File: src/rtl/grid_access_arbiter.sv
// Grid access arbiter: three requesters share one grid RAM port through a
// round-robin grant. Accesses are registered one cycle after the grant, and
// read responses return two cycles after the grant. A clear sequence walks
// every in-range cell and writes zero to it, one cell per cycle.
module grid_access_arbiter #(
  parameter int         GRID_Y   = 24,
  parameter logic [3:0] OOR_CODE = 4'b0010
) (
  input  logic        clk,
  input  logic        rst,
  input  logic [2:0]  req_valid,
  input  logic [2:0]  req_we,
  input  logic [14:0] req_x,
  input  logic [14:0] req_y,
  input  logic [11:0] req_wdata,
  output logic [2:0]  req_ready,
  output logic [2:0]  rsp_valid,
  output logic [3:0]  rsp_data,
  input  logic        clear_start,
  output logic        clear_busy,
  output logic        mem_en,
  output logic        mem_we,
  output logic [9:0]  mem_addr,
  output logic [3:0]  mem_wdata,
  input  logic [3:0]  mem_rdata
);

  typedef enum logic {
    IDLE  = 1'b0,
    CLEAR = 1'b1
  } state_t;

  // Last address of the clear walk: {y, x} with y = GRID_Y-1, x = 31.
  localparam logic [9:0] CLR_LAST = 10'(32 * GRID_Y - 1);
  // One extra bit so that GRID_Y = 32 still compares correctly.
  localparam logic [5:0] GRID_Y_L = 6'(GRID_Y);

  state_t      state_q, state_d;
  logic [1:0]  last_grant_q, last_grant_d;
  logic [9:0]  clr_cnt_q, clr_cnt_d;
  logic        mem_en_q, mem_en_d;
  logic        mem_we_q, mem_we_d;
  logic [9:0]  mem_addr_q, mem_addr_d;
  logic [3:0]  mem_wdata_q, mem_wdata_d;
  logic [2:0]  rd_pend_q, rd_pend_d;
  logic        rd_oor_q, rd_oor_d;
  logic [2:0]  rsp_valid_q, rsp_valid_d;
  logic        rsp_oor_q, rsp_oor_d;
  logic [3:0]  rsp_hold_q, rsp_hold_d;

  logic [2:0]  grant_s;
  logic [1:0]  gidx_s;
  logic        sel_we_s;
  logic [4:0]  sel_x_s;
  logic [4:0]  sel_y_s;
  logic [3:0]  sel_wdata_s;
  logic        in_range_s;
  logic [3:0]  rsp_data_s;

  // Round-robin pick: search starts at the requester after the last grant.
  function automatic logic [2:0] rr_pick(input logic [2:0] valid, input logic [1:0] last);
    logic [2:0] g;
    g = 3'b000;
    case (last)
      2'd0: begin
        if (valid[1])      g = 3'b010;
        else if (valid[2]) g = 3'b100;
        else if (valid[0]) g = 3'b001;
        else               g = 3'b000;
      end
      2'd1: begin
        if (valid[2])      g = 3'b100;
        else if (valid[0]) g = 3'b001;
        else if (valid[1]) g = 3'b010;
        else               g = 3'b000;
      end
      default: begin
        if (valid[0])      g = 3'b001;
        else if (valid[1]) g = 3'b010;
        else if (valid[2]) g = 3'b100;
        else               g = 3'b000;
      end
    endcase
    return g;
  endfunction

  // Select the winning requester's fields.
  always_comb begin
    gidx_s      = 2'd0;
    sel_we_s    = req_we[0];
    sel_x_s     = req_x[4:0];
    sel_y_s     = req_y[4:0];
    sel_wdata_s = req_wdata[3:0];
    case (grant_s)
      3'b010: begin
        gidx_s      = 2'd1;
        sel_we_s    = req_we[1];
        sel_x_s     = req_x[9:5];
        sel_y_s     = req_y[9:5];
        sel_wdata_s = req_wdata[7:4];
      end
      3'b100: begin
        gidx_s      = 2'd2;
        sel_we_s    = req_we[2];
        sel_x_s     = req_x[14:10];
        sel_y_s     = req_y[14:10];
        sel_wdata_s = req_wdata[11:8];
      end
      default: begin
        gidx_s      = 2'd0;
        sel_we_s    = req_we[0];
        sel_x_s     = req_x[4:0];
        sel_y_s     = req_y[4:0];
        sel_wdata_s = req_wdata[3:0];
      end
    endcase
    in_range_s = ({1'b0, sel_y_s} < GRID_Y_L);
  end

  // Read data: live RAM data (or the out-of-range code) while a response is
  // strobed, otherwise the last delivered value.
  always_comb begin
    if (rsp_valid_q != 3'b000) begin
      rsp_data_s = rsp_oor_q ? OOR_CODE : mem_rdata;
    end else begin
      rsp_data_s = rsp_hold_q;
    end
  end

  // Next-state logic: arbitration, access staging, clear walk, response pipe.
  always_comb begin
    state_d      = state_q;
    last_grant_d = last_grant_q;
    clr_cnt_d    = clr_cnt_q;
    mem_en_d     = 1'b0;
    mem_we_d     = 1'b0;
    mem_addr_d   = mem_addr_q;
    mem_wdata_d  = mem_wdata_q;
    rd_pend_d    = 3'b000;
    rd_oor_d     = 1'b0;
    rsp_valid_d  = rd_pend_q;
    rsp_oor_d    = rd_oor_q;
    grant_s      = 3'b000;
    if (rsp_valid_q != 3'b000) begin
      rsp_hold_d = rsp_data_s;
    end else begin
      rsp_hold_d = rsp_hold_q;
    end

    case (state_q)
      IDLE: begin
        if (clear_start) begin
          // Clear wins over any request presented in the same cycle.
          state_d   = CLEAR;
          clr_cnt_d = 10'd0;
        end else begin
          grant_s = rr_pick(req_valid, last_grant_q);
          if (grant_s != 3'b000) begin
            last_grant_d = gidx_s;
            if (in_range_s) begin
              mem_en_d    = 1'b1;
              mem_we_d    = sel_we_s;
              mem_addr_d  = {sel_y_s, sel_x_s};
              mem_wdata_d = sel_wdata_s;
            end else begin
              mem_en_d = 1'b0;
            end
            if (!sel_we_s) begin
              rd_pend_d = grant_s;
              rd_oor_d  = !in_range_s;
            end else begin
              rd_pend_d = 3'b000;
            end
          end else begin
            last_grant_d = last_grant_q;
          end
        end
      end
      CLEAR: begin
        mem_en_d    = 1'b1;
        mem_we_d    = 1'b1;
        mem_addr_d  = clr_cnt_q;
        mem_wdata_d = 4'b0000;
        if (clr_cnt_q == CLR_LAST) begin
          state_d   = IDLE;
          clr_cnt_d = 10'd0;
        end else begin
          clr_cnt_d = clr_cnt_q + 10'd1;
        end
      end
      default: begin
        state_d = IDLE;
      end
    endcase
  end

  // State and pipeline registers with asynchronous reset.
  always_ff @(posedge clk or posedge rst) begin
    if (rst) begin
      state_q      <= IDLE;
      last_grant_q <= 2'd2;
      clr_cnt_q    <= 10'd0;
      mem_en_q     <= 1'b0;
      mem_we_q     <= 1'b0;
      mem_addr_q   <= 10'd0;
      mem_wdata_q  <= 4'd0;
      rd_pend_q    <= 3'b000;
      rd_oor_q     <= 1'b0;
      rsp_valid_q  <= 3'b000;
      rsp_oor_q    <= 1'b0;
      rsp_hold_q   <= 4'd0;
    end else begin
      state_q      <= state_d;
      last_grant_q <= last_grant_d;
      clr_cnt_q    <= clr_cnt_d;
      mem_en_q     <= mem_en_d;
      mem_we_q     <= mem_we_d;
      mem_addr_q   <= mem_addr_d;
      mem_wdata_q  <= mem_wdata_d;
      rd_pend_q    <= rd_pend_d;
      rd_oor_q     <= rd_oor_d;
      rsp_valid_q  <= rsp_valid_d;
      rsp_oor_q    <= rsp_oor_d;
      rsp_hold_q   <= rsp_hold_d;
    end
  end

  // Grants are combinational but held at zero while reset is asserted.
  assign req_ready  = rst ? 3'b000 : grant_s;
  assign rsp_valid  = rsp_valid_q;
  assign rsp_data   = rsp_data_s;
  assign clear_busy = (state_q == CLEAR);
  assign mem_en     = mem_en_q;
  assign mem_we     = mem_we_q;
  assign mem_addr   = mem_addr_q;
  assign mem_wdata  = mem_wdata_q;

endmodule
File: config.mk
export PLATFORM = sky130hd
export DESIGN_NAME = grid_access_arbiter
export DESIGN_NICKNAME = d
export VERILOG_FILES = /design/src/rtl/grid_access_arbiter.sv
export SDC_FILE = /design/constraint.sdc
export NUM_CORES = 1
export LEC_CHECK = 0
export BUFFER_PORTS_ARGS = -buffer_cell sky130_fd_sc_hd__buf_4
export CORE_AREA = 2 2 68 70
export CTS_CLUSTER_DIAMETER = 200
export DETAILED_ROUTE_END_ITERATION = 7
export DIE_AREA = 0 0 70 72
export HOLD_SLACK_MARGIN = 0.1
export PLACE_DENSITY_LB_ADDON = 0.12
export SLEW_MARGIN = 10
export SYNTH_ARGS = -nofsm -noshare
export SYNTH_HDL_FRONTEND = slang
export SYNTH_SLANG_ARGS = --single-unit
File: constraint.sdc
create_clock -name clk -period 3.7 [get_ports clk]
set_input_delay 0.555 -clock clk [delete_from_list [all_inputs] [get_ports clk]]
set_output_delay 0.555 -clock clk [all_outputs]
set_load 0.05 [all_outputs]
# == Yosys cells after proc, flatten, opt, wreduce, memory -nomap -nowiden ==
# Index checks and enable logic that the tools add are counted.
# Widths: inputs -> output; s select.
# totals
inputBits,55
output_inout_bits,27
wordCells,82
regBits,41
# op_classes
order_cmp,1
n_reduce_logical,6
mux,52
bitwise,2
n_eq_ne,8
add_sub_neg,1
# ops
op,count
$mux 10,5
$mux 3,15
$pmux 10 s2,2
$mux 4,5
$pmux 5 s2,2
$pmux 4 s2,2
$mux 1,13
$add 10x1->10 const B,1
$eq 10x10->1 const B,1
$ne 2x2->1 const B,4
$pmux 1 s2,4
$pmux 3 s2,1
$reduce_and 3->1,2
$reduce_bool 3->1,2
$lt 5x5->1 const B,1
$mux 2,2
$pmux 2 s2,1
$eq 3x2->1 const B,1
$eq 3x3->1 const B,1
$eq 2x1->1 const B,1
$logic_not 2->1,1
$not 1->1,2
$logic_not 1->1,1

# == Depth between registers and ports, before layout ==
# Gate-level depths: netlist of the first run.
# depth
depth_word,16
mapped_depth,9
mapped_depth_nobuf,7

# == Worst setup path after synthesis of the first run ==
# No wires, ideal clock.
# synth_path
path_type,register to output
startpoint,"register rsp_valid_q[1], in the netlist rsp_valid[1]"
endpoint,output port rsp_data[0]
arrival_time_ns,2.074
path_slack_ns,1.071
t_required_ns,3.145
path_stages_with_launch,4
cell_sequence,dfrtp_1 nor3_1 clkbuf_1 o21ai_0
# synth_between
elab_chain_len,2
# synth_rtl
item,line_no,source
"start, declared",47,"logic [2:0] rsp_valid_q, rsp_valid_d;"
"start signal, assigned",222,rsp_valid_q <= rsp_valid_d;
$reduce_bool 3->1,123,if (rsp_valid_q != 3'b000) begin
$mux 4,123,
"end, declared",18,"output logic [3:0] rsp_data,"
# No other way between the ends.

# == Worst setup path after layout of the first run ==
# layout_path
startpoint,"register state_q, in the netlist clear_busy"
endpoint,"register mem_wdata_q[2], in the netlist mem_wdata[2]"
# layout_between
elab_chain_len,7
word_cells_on_any_way,15
cone_classes,order compare: 1; eq/ne: 5; mux: 7; bitwise: 1; reduce/logical: 1
# layout_rtl
item,line_no,source
"start, declared",38,"state_t state_q, state_d;"
"start signal, assigned",213,state_q <= state_d;
"parallel branches: the longest is 7 deep, another holds $lt 5x5->1",n/a,
"end signal, assigned",219,mem_wdata_q <= mem_wdata_d;
"end, declared",44,"logic [3:0] mem_wdata_q, mem_wdata_d;"
# Parallel ways; which one is timed is not known. The select of a mux whose other input is x is not followed.
# A chain may end at the register's enable or synchronous reset.

==> flow_metrics.tcl, run 1 <==
set metrics [dict create \
    drc 0 \
    ir_worst_vdd_mv 0.1812 \
    synthCells 233 \
    synth-seq-cells 41 \
    place_congestion 0.8365 \
    cp-start-kind "register" \
    layout_setup_ws_ns 1.006 \
    required_ns 3.91 \
    clockBufferDepth 2 \
    antenna_cells 0 \
    die-area_mm2 0.005040 \
    status "completed" \
    p_leak_nw 1.327 \
    design_area_mm2 0.002925 \
    post_cts_buffers 0 \
    cp_slowest_stage_delay_ns 0.86 \
    cts_hold_buf 0 \
    port_buffers 81 \
    max_freq_mhz 371.2 \
    finalHoldViolations 0 \
    syn_nets 289 \
    core_mm2 0.004264 \
    synth_edf_count 0 \
    die_w_um 70 \
    yosysMostFrequentCell "dfrtp_1" \
    setup_tns_ns 0 \
    rsz0062_at_grt "no" \
    period_needed_ns 2.694 \
    cp_slowest_cell "a22o_1" \
    drt_iter0_markers 159 \
    grt_overflow 0 \
    yosys-top-cells-count "40 x dfrtp_1, 27 x nand2_1, 24 x o21ai_0, 16 x nor2_1, 13 x a21oi_1" \
    relSlewSlack 0.2735 \
    synth_top_area_frac 0.4561 \
    syn_area_per_cell_um2 9.419 \
    numCtsBuffers 5 \
    ctsResizeCount 0 \
    cts-root-buf "clkbuf_8" \
    antenna_found_initial 0 \
    yosys.area.top_type "dfrtp_1" \
    seq_area_frac_synth 0.4681 \
    die_y_um 72 \
    holdWs_ns 0.3538 \
    postPlaceCellArea_mm2 0.002809 \
    area_growth_pct 33.30 \
    drtAntennaViolNets 0 \
    synth_area_leaders "dfrtp_1 46%, a222oi_1 5.5%, o21ai_0 5.5%, nand2_1 4.6%, a31o_1 3.6%" \
    yosys_warnings 0 \
    synth_area_mm2 0.002195 \
    nets 365 \
    cap_violations 0 \
    drt-pass1-iter-count 4 \
    dp_slack_ns 0.9981 \
    async_flop_share 1.000 \
    layout-drive-gt1-share 0.3387 \
    ys.flop_type "dfrtp_1" \
    grt_pass1_wl_um 8928 \
    viasPerCell 5.735 \
    max_slew.worst_pin.slew_ns 1.090 \
    hpwl_um 4141 \
    worstPathArrival_ns 2.90 \
    clkSlewWorstSetupHoldPaths_ns 0.07 \
    cts_tree "done" \
    worstSetupPathType "register to register" \
    finalSetupViolations 0 \
    report.final.slew_viol_count 0 \
    std_cell_rows 24 \
    ff_latch_area_mm2 0.001027 \
    worstHoldPathType "register to register" \
    routed_wl_um 5539 \
    cts_sinks 41 \
    multi_input_area_mm2 0.001056 \
    insertion_delay_ns 0.30 \
    power_w 0.0009513 \
    initial_core_util 0.5147 \
    fin_skew_ns 0.004739 \
    grt_max_degree 29 \
    crit_fanout 28 \
    grt_pass1_vias 1897 \
    n_fill_cell 353 \
    cp_cell_sequence "nor2_4, and2_1, nand3_1, a22o_1, a21oi_1, a311oi_2" \
    finalCritPeriodShare 0.7282 \
    wl_per_cell_um 15.30 \
    power.density_mw_per_mm2 325.2 \
    grt.total_usage 0.2264 \
    num_vias 2076 \
    end_kind "register" \
    ys_types 40 \
    ioPinCount 82 \
    htreeDepth 2 \
]
through the flow:
step,util,std cells
after CTS,0.6860,362
after global placement,0.6587,354
final,0.6860,362
after floorplan,-,233
after global routing,0.6860,362
after detailed placement,0.6587,354
path summary, 6_finish.rpt:
kind | start | endpoint | slack (ns) | cells after the start
max | clear_busy | mem_wdata[2] | 1.01 | 6
min | rd_pend_q[1] | rsp_valid[1] | 0.35 | 0
max reg2reg | clear_busy | mem_wdata[2] | 1.01 | 6
min reg2reg | rd_pend_q[1] | rsp_valid[1] | 0.35 | 0
max in group asynchronous | rst | mem_addr[1] | 2.42 | 3
min in group asynchronous | rst | mem_addr[8] | 0.52 | 2
sequential cells by signal, indices dropped and copies added, names as in the netlist:
signal,count
clr_cnt_q,10
mem_addr,10
mem_wdata,4
rsp_hold_q,4
rd_pend_q,3
rsp_valid,3
last_grant_q,2
clear_busy,1
mem_en,1
mem_we,1
rd_oor_q,1
rsp_oor_q,1
worst max-delay path: cells and delay by family, from the launching register on:
kind / cells / cell delay [ns]
flip-flops: 1 / 0.71
AO/OA/AOI/OAI: 3 / 1.35
AND/OR/NAND/NOR: 3 / 0.53
logic make-up after synthesis:
kind of cell / count (synthesis) / synth area share
AOI/OAI and AO/OA: 92 / 0.2965
and+or+nand+nor: 74 / 0.1699
DFF: 41 / 0.4681
buffers and inverters: 23 / 0.05188
xor gates and xnor gates: 2 / 0.007983
adders and majority gates: 1 / 0.005700
cell type report:
| class | count | area share |
|---|---|---|
| inverter | 8 | 0.01027 |
| clock buffer | 7 | 0.02951 |
| clock inverter | 1 | 0.01027 |
| tap | 52 | 0.02224 |
| multi-input combinational | 169 | 0.3610 |
| timing repair buffer | 84 | 0.2156 |
| sequential | 41 | 0.3512 |
layout by cell type, fill, tap and decap left out, drive strengths merged, types with 2 or more instances in the layout:
| cell | n |
|---|---|
| inv | 8 |
| nor2b | 3 |
| a31o | 9 |
| o22ai | 2 |
| nor2 | 17 |
| nand3 | 8 |
| o21ai | 37 |
| nor3 | 2 |
| a22o | 2 |
| o211a | 2 |
| buf | 84 |
| clkbuf | 7 |
| o31ai | 3 |
| dfrtp | 40 |
| o211ai | 2 |
| nor4 | 2 |
| nand2b | 6 |
| and2 | 3 |
| a21oi | 16 |
| a222oi | 12 |
| nand2 | 27 |
| nand3b | 3 |
| a311oi | 4 |
layer usage:
layer  vias to the layer above  GRT usage  routed length [µm]
met4                         0    0.06624                  63
met3                         6    0.05556                 312
met1                       994     0.2853                2368
li1                       1022          -                   -
met2                        54     0.3915                2795
met5                         -          0                   0
power breakdown:
group	internal, W	switching [W]	total (W)
Combinational	0.0000606	0.0000689	0.000129
Clock	0.000220	0.000146	0.000366
Sequential	0.000453	0.00000251	0.000456
Total	0.000734	0.000218	0.000951
Note: power is estimated with default switching activity, not from simulation.
==> inputs of run 2 (changes only) <==
--- a/config.mk
+++ b/config.mk
@@ -5,11 +5,12 @@
 export SDC_FILE = /design/constraint.sdc
 export NUM_CORES = 1
 export LEC_CHECK = 0
+export ABC_AREA = 1
 export BUFFER_PORTS_ARGS = -buffer_cell sky130_fd_sc_hd__buf_4
-export CORE_AREA = 2 2 68 70
+export CORE_AREA = 2 2 74 76
 export CTS_CLUSTER_DIAMETER = 200
 export DETAILED_ROUTE_END_ITERATION = 7
-export DIE_AREA = 0 0 70 72
+export DIE_AREA = 0 0 76 78
 export HOLD_SLACK_MARGIN = 0.1
 export PLACE_DENSITY_LB_ADDON = 0.12
 export SLEW_MARGIN = 10
==> constraint.sdc (replaced) <==
create_clock -name clk -period 2.2 [get_ports clk]
set_input_delay 0.33 -clock clk [delete_from_list [all_inputs] [get_ports clk]]
set_output_delay 0.33 -clock clk [all_outputs]
set_load 0.05 [all_outputs]
==> run 2 against run 1 <==
Against the previous run: count of clock-buffer cells in the layout is the same; via count grew 9.0%; hold slack lost 0.16 ns; synthesized cell count grew 27%; non-clock buffer count grew 4; final cell count grew 25%; clock skew grew 0.0016 ns; core utilization shrank 7.9 points; first-iteration DRC count shrank 5.0%; global-route usage shrank 0.40 points; clock power grew 69%; area after synthesis grew 2.5%.
==> flow_metrics.tcl, run 2 <==
set metrics [dict create \
    end_kind "output port" \
    syn_area_per_cell_um2 7.570 \
    multi_input_area_mm2 0.001075 \
    synth_top_area_frac 0.4452 \
    std_cell_rows 26 \
    ioPinCount 82 \
    power.density_mw_per_mm2 521.9 \
    n_fill_cell 452 \
    max_freq_mhz 497.1 \
    wl_met1_um 2793 \
    grt_overflow 0 \
    syn_nets 353 \
    ys_types 29 \
    crit_fanout 12 \
    grt_max_degree 42 \
    finalCritPeriodShare 0.9144 \
    grt_pass1_wl_um 10450 \
    design_area_mm2 0.003060 \
    yosys.area.top_type "dfrtp_1" \
    max_slew.worst_pin.slew_ns 0.5111 \
    yosysMostFrequentCell "nand2_1" \
    wl_met3_um 400 \
    synth_edf_count 0 \
    required_ns 1.87 \
    rsz0062_at_grt "no" \
    routed-wl-met2_um 2941 \
    ir_worst_vdd_mv 0.4512 \
    nets 436 \
    dp.cells 443 \
    ff_latch_area_mm2 0.001027 \
    core_mm2 0.005042 \
    dr.max_layer_used "met4" \
    cts-root-buf "clkbuf_8" \
    async_flop_share 1.000 \
    finalHoldViolations 0 \
    place_congestion 0.9002 \
    synth-seq-cells 41 \
    period_needed_ns 2.012 \
    drt_iter0_markers 151 \
    num_vias 2262 \
    die-area_mm2 0.005928 \
    antenna_found_initial 0 \
    synth_area_mm2 0.002248 \
    fin_skew_ns 0.006355 \
    cts_tree "done" \
    cts_hold_buf 0 \
    drc 0 \
    worstPathArrival_ns 1.68 \
    final_common_cell "nand2_1" \
    report.final.slew_viol_count 0 \
    yosys-top-cells-count "94 x nand2_1, 42 x nand3_1, 40 x dfrtp_1, 25 x nor2_1, 22 x inv_1" \
    numCtsBuffers 5 \
    status "completed" \
    finalSetupViolations 0 \
    cts_sinks 41 \
    clkSlewWorstSetupHoldPaths_ns 0.08 \
    postPlaceCellArea_mm2 0.002939 \
    yosys_warnings 0 \
    fin_cells 451 \
    insertion_delay_ns 0.29 \
    ys.flop_type "dfrtp_1" \
    drt-pass1-iter-count 5 \
    area_growth_pct 36.12 \
    die_w_um 76 \
    worstHoldPathType "primary input to async pin" \
    post-route-util 0.6069 \
    initial_core_util 0.4459 \
    port_buffers 81 \
    viasPerCell 5.016 \
    grt.total_usage 0.2223 \
    final_cell_mix "94 x nand2_1, 88 x buf_4, 42 x nand3_1, 40 x dfrtp_1, 24 x nor2_1" \
    worstSetupPathType "register to output port" \
    setup_tns_ns 0 \
    htreeDepth 2 \
    cap_violations 0 \
    layout-drive-gt1-share 0.3018 \
    cp-start-kind "register" \
    power_w 0.001597 \
    wl_per_cell_um 13.71 \
    p_leak_nw 1.612 \
    seq_area_frac_synth 0.4569 \
    synthCells 297 \
    synth_area_leaders "dfrtp_1 45%, nand2_1 16%, nand3_1 9.3%, nor2_1 4.2%, o21ai_0 3.8%" \
    grt_pass1_vias 2167 \
    relSlewSlack 0.6593 \
    drtAntennaViolNets 0 \
    routed_wl_um 6184 \
    clockBufferDepth 2 \
    die_y_um 78 \
    antenna_cells 0 \
    hpwl_um 4852 \
]
-- run 2: repair_timing --
action                     CTS  global route
setup endpoints to repair    0             3
setup buffers                0             0
gates resized for setup      0             1
-- run 2: layout make-up --
type | instances | share of cell area
timing repair buffer | 88 | 0.2159
clock buffer | 7 | 0.02821
inverter | 25 | 0.03066
multi-input combinational | 219 | 0.3512
clock inverter | 1 | 0.009812
tap | 70 | 0.02862
sequential | 41 | 0.3357
-- run 2: cells by family after synthesis --
logic type	Yosys count	synth area share
AOI/OAI and AO/OA	33	0.07958
xor gates and xnor gates	3	0.01169
adders and majority gates	1	0.005564
buffers and inverters	37	0.07345
DFF	41	0.4569
and+or+nand+nor	182	0.3728
-- run 2: through the flow --
stage          worst slack [ns]  hold slack (ns)
4_1_cts                  0.1752           0.2140
3_3_place_gp             0.3300           0.3343
6_report                 0.1883           0.1966
2_1_floorplan          -0.09090           0.3312
5_1_grt                 0.04946           0.2438
3_5_place_dp             0.2514           0.3372
-- run 2: path summary, 6_finish.rpt --
path                                      start         endpoint  slack, ns  depth (start not counted)
worst max-delay path               rsp_valid[1]      rsp_data[1]       0.19                          4
worst min-delay path                        rst     clr_cnt_q[2]       0.20                          3
worst max register to register  last_grant_q[1]      mem_addr[0]       0.30                         13
worst min register to register     rd_pend_q[1]     rsp_valid[1]       0.35                          0
max in group asynchronous                   rst  last_grant_q[1]       1.64                          3
min in group clk                   mem_rdata[0]    rsp_hold_q[0]       0.32                          3
-- run 2: critical path, cell delays in order, from the launching register on --
cell and delay (ns):
dfrtp_1 0.37, or3_1 0.55, nor2_1 0.22, a21oi_2 0.05, buf_4 0.20
-- run 2: power by group --
group / total (W) / internal [W] / switching (W)
Clock: 0.000620 / 0.000370 / 0.000250
Combinational: 0.000209 / 0.0000960 / 0.000113
Sequential: 0.000768 / 0.000764 / 0.00000433
-- run 2: routing by layer --
metal,vias to the layer above,track usage
met5,-,0
met4,0,0.05818
met3,5,0.04070
met2,77,0.3607
met1,1046,0.3086
li1,1134,-
==> inputs of run 3 (changes only) <==
--- a/config.mk
+++ b/config.mk
@@ -6,7 +6,7 @@
 export NUM_CORES = 1
 export LEC_CHECK = 0
 export ABC_AREA = 1
-export BUFFER_PORTS_ARGS = -buffer_cell sky130_fd_sc_hd__buf_4
+export BUFFER_PORTS_ARGS = -buffer_cell sky130_fd_sc_hd__clkbuf_2
 export CORE_AREA = 2 2 74 76
 export CTS_CLUSTER_DIAMETER = 200
 export DETAILED_ROUTE_END_ITERATION = 7
==> run 3 against run 2 <==
Against the previous run: sequential power barely moved; non-clock buffer count shrank 1; critical endpoint is now req_ready[1]; fmax about the same; total power down 11%; first-iteration DRC count grew 3.3%; die area stayed put; register-to-register slack got worse by 0.05 ns.
==> flow_metrics.tcl, run 3 (synthesis results as in run 2) <==
set metrics [dict create \
    cap_violations 0 \
    drt-pass1-iter-count 4 \
    finalHoldViolations 0 \
    grt.total_usage 0.2158 \
    die-area_mm2 0.005928 \
    period_needed_ns 2.012 \
    rsz0062_at_grt "no" \
    hpwl_um 4633 \
    report.final.slew_viol_count 0 \
    numCtsBuffers 5 \
    finalCritPeriodShare 0.9147 \
    drc 0 \
    initial_core_util 0.4459 \
    holdWs_ns 0.1856 \
    postPlaceCellArea_mm2 0.002729 \
    grt_overflow 0 \
    worst_r2r_startpoint "last_grant_q[1]" \
    relSlewSlack 0.6475 \
    cts_sinks 41 \
    p_leak_nw 1.533 \
    area_growth_pct 25.26 \
    cp-start-kind "register" \
    grt_pass1_wl_um 10090 \
    ir_worst_vdd_mv 0.2686 \
    htreeDepth 2 \
    antenna_found_initial 0 \
    clkSlewWorstSetupHoldPaths_ns 0.08 \
    antenna_cells 0 \
    fin_skew_ns 0.008877 \
    regToRegSetupSlack_ns 0.25 \
    post_cts_buffers 0 \
    grt_max_degree 42 \
    layout_setup_ws_ns 0.1877 \
    worstSetupPathType "register to output port" \
    power.density_mw_per_mm2 504.3 \
    crit_fanout 15 \
    place_congestion 0.8249 \
    cts-root-buf "clkbuf_8" \
    drt_iter0_markers 156 \
    cts_tree "done" \
    drtAntennaViolNets 0 \
    design_area_mm2 0.002816 \
    finalSetupViolations 0 \
    layout-drive-gt1-share 0.3026 \
    final_common_cell "nand2_1" \
    ctsResizeCount 0 \
    reg2reg_depth 10 \
    max_freq_mhz 496.9 \
    num_vias 2236 \
    status "completed" \
    r2r_end "mem_addr[2]" \
    dp_slack_ns 0.2744 \
    ioPinCount 82 \
    end_kind "output port" \
    core_mm2 0.005042 \
    cts_hold_buf 0 \
    insertion_delay_ns 0.29 \
    worstHoldPathType "primary input to async pin" \
    routed_wl_um 6011 \
    final_cell_mix "94 x nand2_1, 81 x clkbuf_2, 42 x nand3_1, 40 x dfrtp_1, 24 x nor2_1" \
    die_y_um 78 \
    std_cell_rows 26 \
    max_slew.worst_pin.slew_ns 0.5288 \
    nets 435 \
    crit_start "last_grant_q[1]" \
    port_buffers 81 \
    clockBufferDepth 2 \
    wl_per_cell_um 13.36 \
    required_ns 1.87 \
    worstPathArrival_ns 1.68 \
    viasPerCell 4.969 \
    die_w_um 76 \
    grt_pass1_vias 2144 \
]
## run 3: report_power, final
part | switching, W | internal (W) | total [W]
Sequential | 0.00000394 | 0.000764 | 0.000768
Clock | 0.000255 | 0.000220 | 0.000475
Combinational | 0.000113 | 0.0000647 | 0.000178
## run 3: routing by layer
metal	track usage	vias up	share of wire
met5	0	-	0
met4	0.06000	0	0.0080
li1	-	1128	-
met3	0.04419	6	0.059
met1	0.2975	1027	0.46
met2	0.3473	75	0.47
## run 3: how the worst max path moves through the flow
stage | endpoint | slack [ns] | depth (start not counted)
after global routing | mem_addr[2] | 0.04 | 13
after floorplan | rsp_data[0] | -0.09 | 3
after global placement | mem_addr[2] | 0.27 | 10
after CTS | rsp_data[1] | 0.11 | 4
final | req_ready[1] | 0.19 | 7
after detailed placement | mem_addr[2] | 0.27 | 13
## run 3: metrics by stage
stage                     TNS (ns)  utilization  std cells  power (W)
after CTS                        0       0.5576        450   0.001437
after global routing             0       0.5586        450   0.001489
final                            0       0.5586        450   0.001420
after global placement           0       0.5412        442  0.0009604
after detailed placement         0       0.5412        442  0.0009614
after floorplan           -0.09090            -        297  0.0008838
## run 3: worst max-delay path: stages, from the launching register on
cell	delay [ns]
dfstp_2	0.56
inv_2	0.05
nand2_1	0.08
nand2_1	0.10
nand2_2	0.09
nand2_4	0.11
nor2_1	0.11
clkbuf_2	0.28
## run 3: cell type report
type,count,area (µm²)
clock inverters,2,10.01
multi-input cells,219,1075
flip-flops and latches,41,1027
inverters,25,93.84
fillers,507,2226
repair buffers,87,450.4
well taps,70,87.58
clock buffers,6,72.57
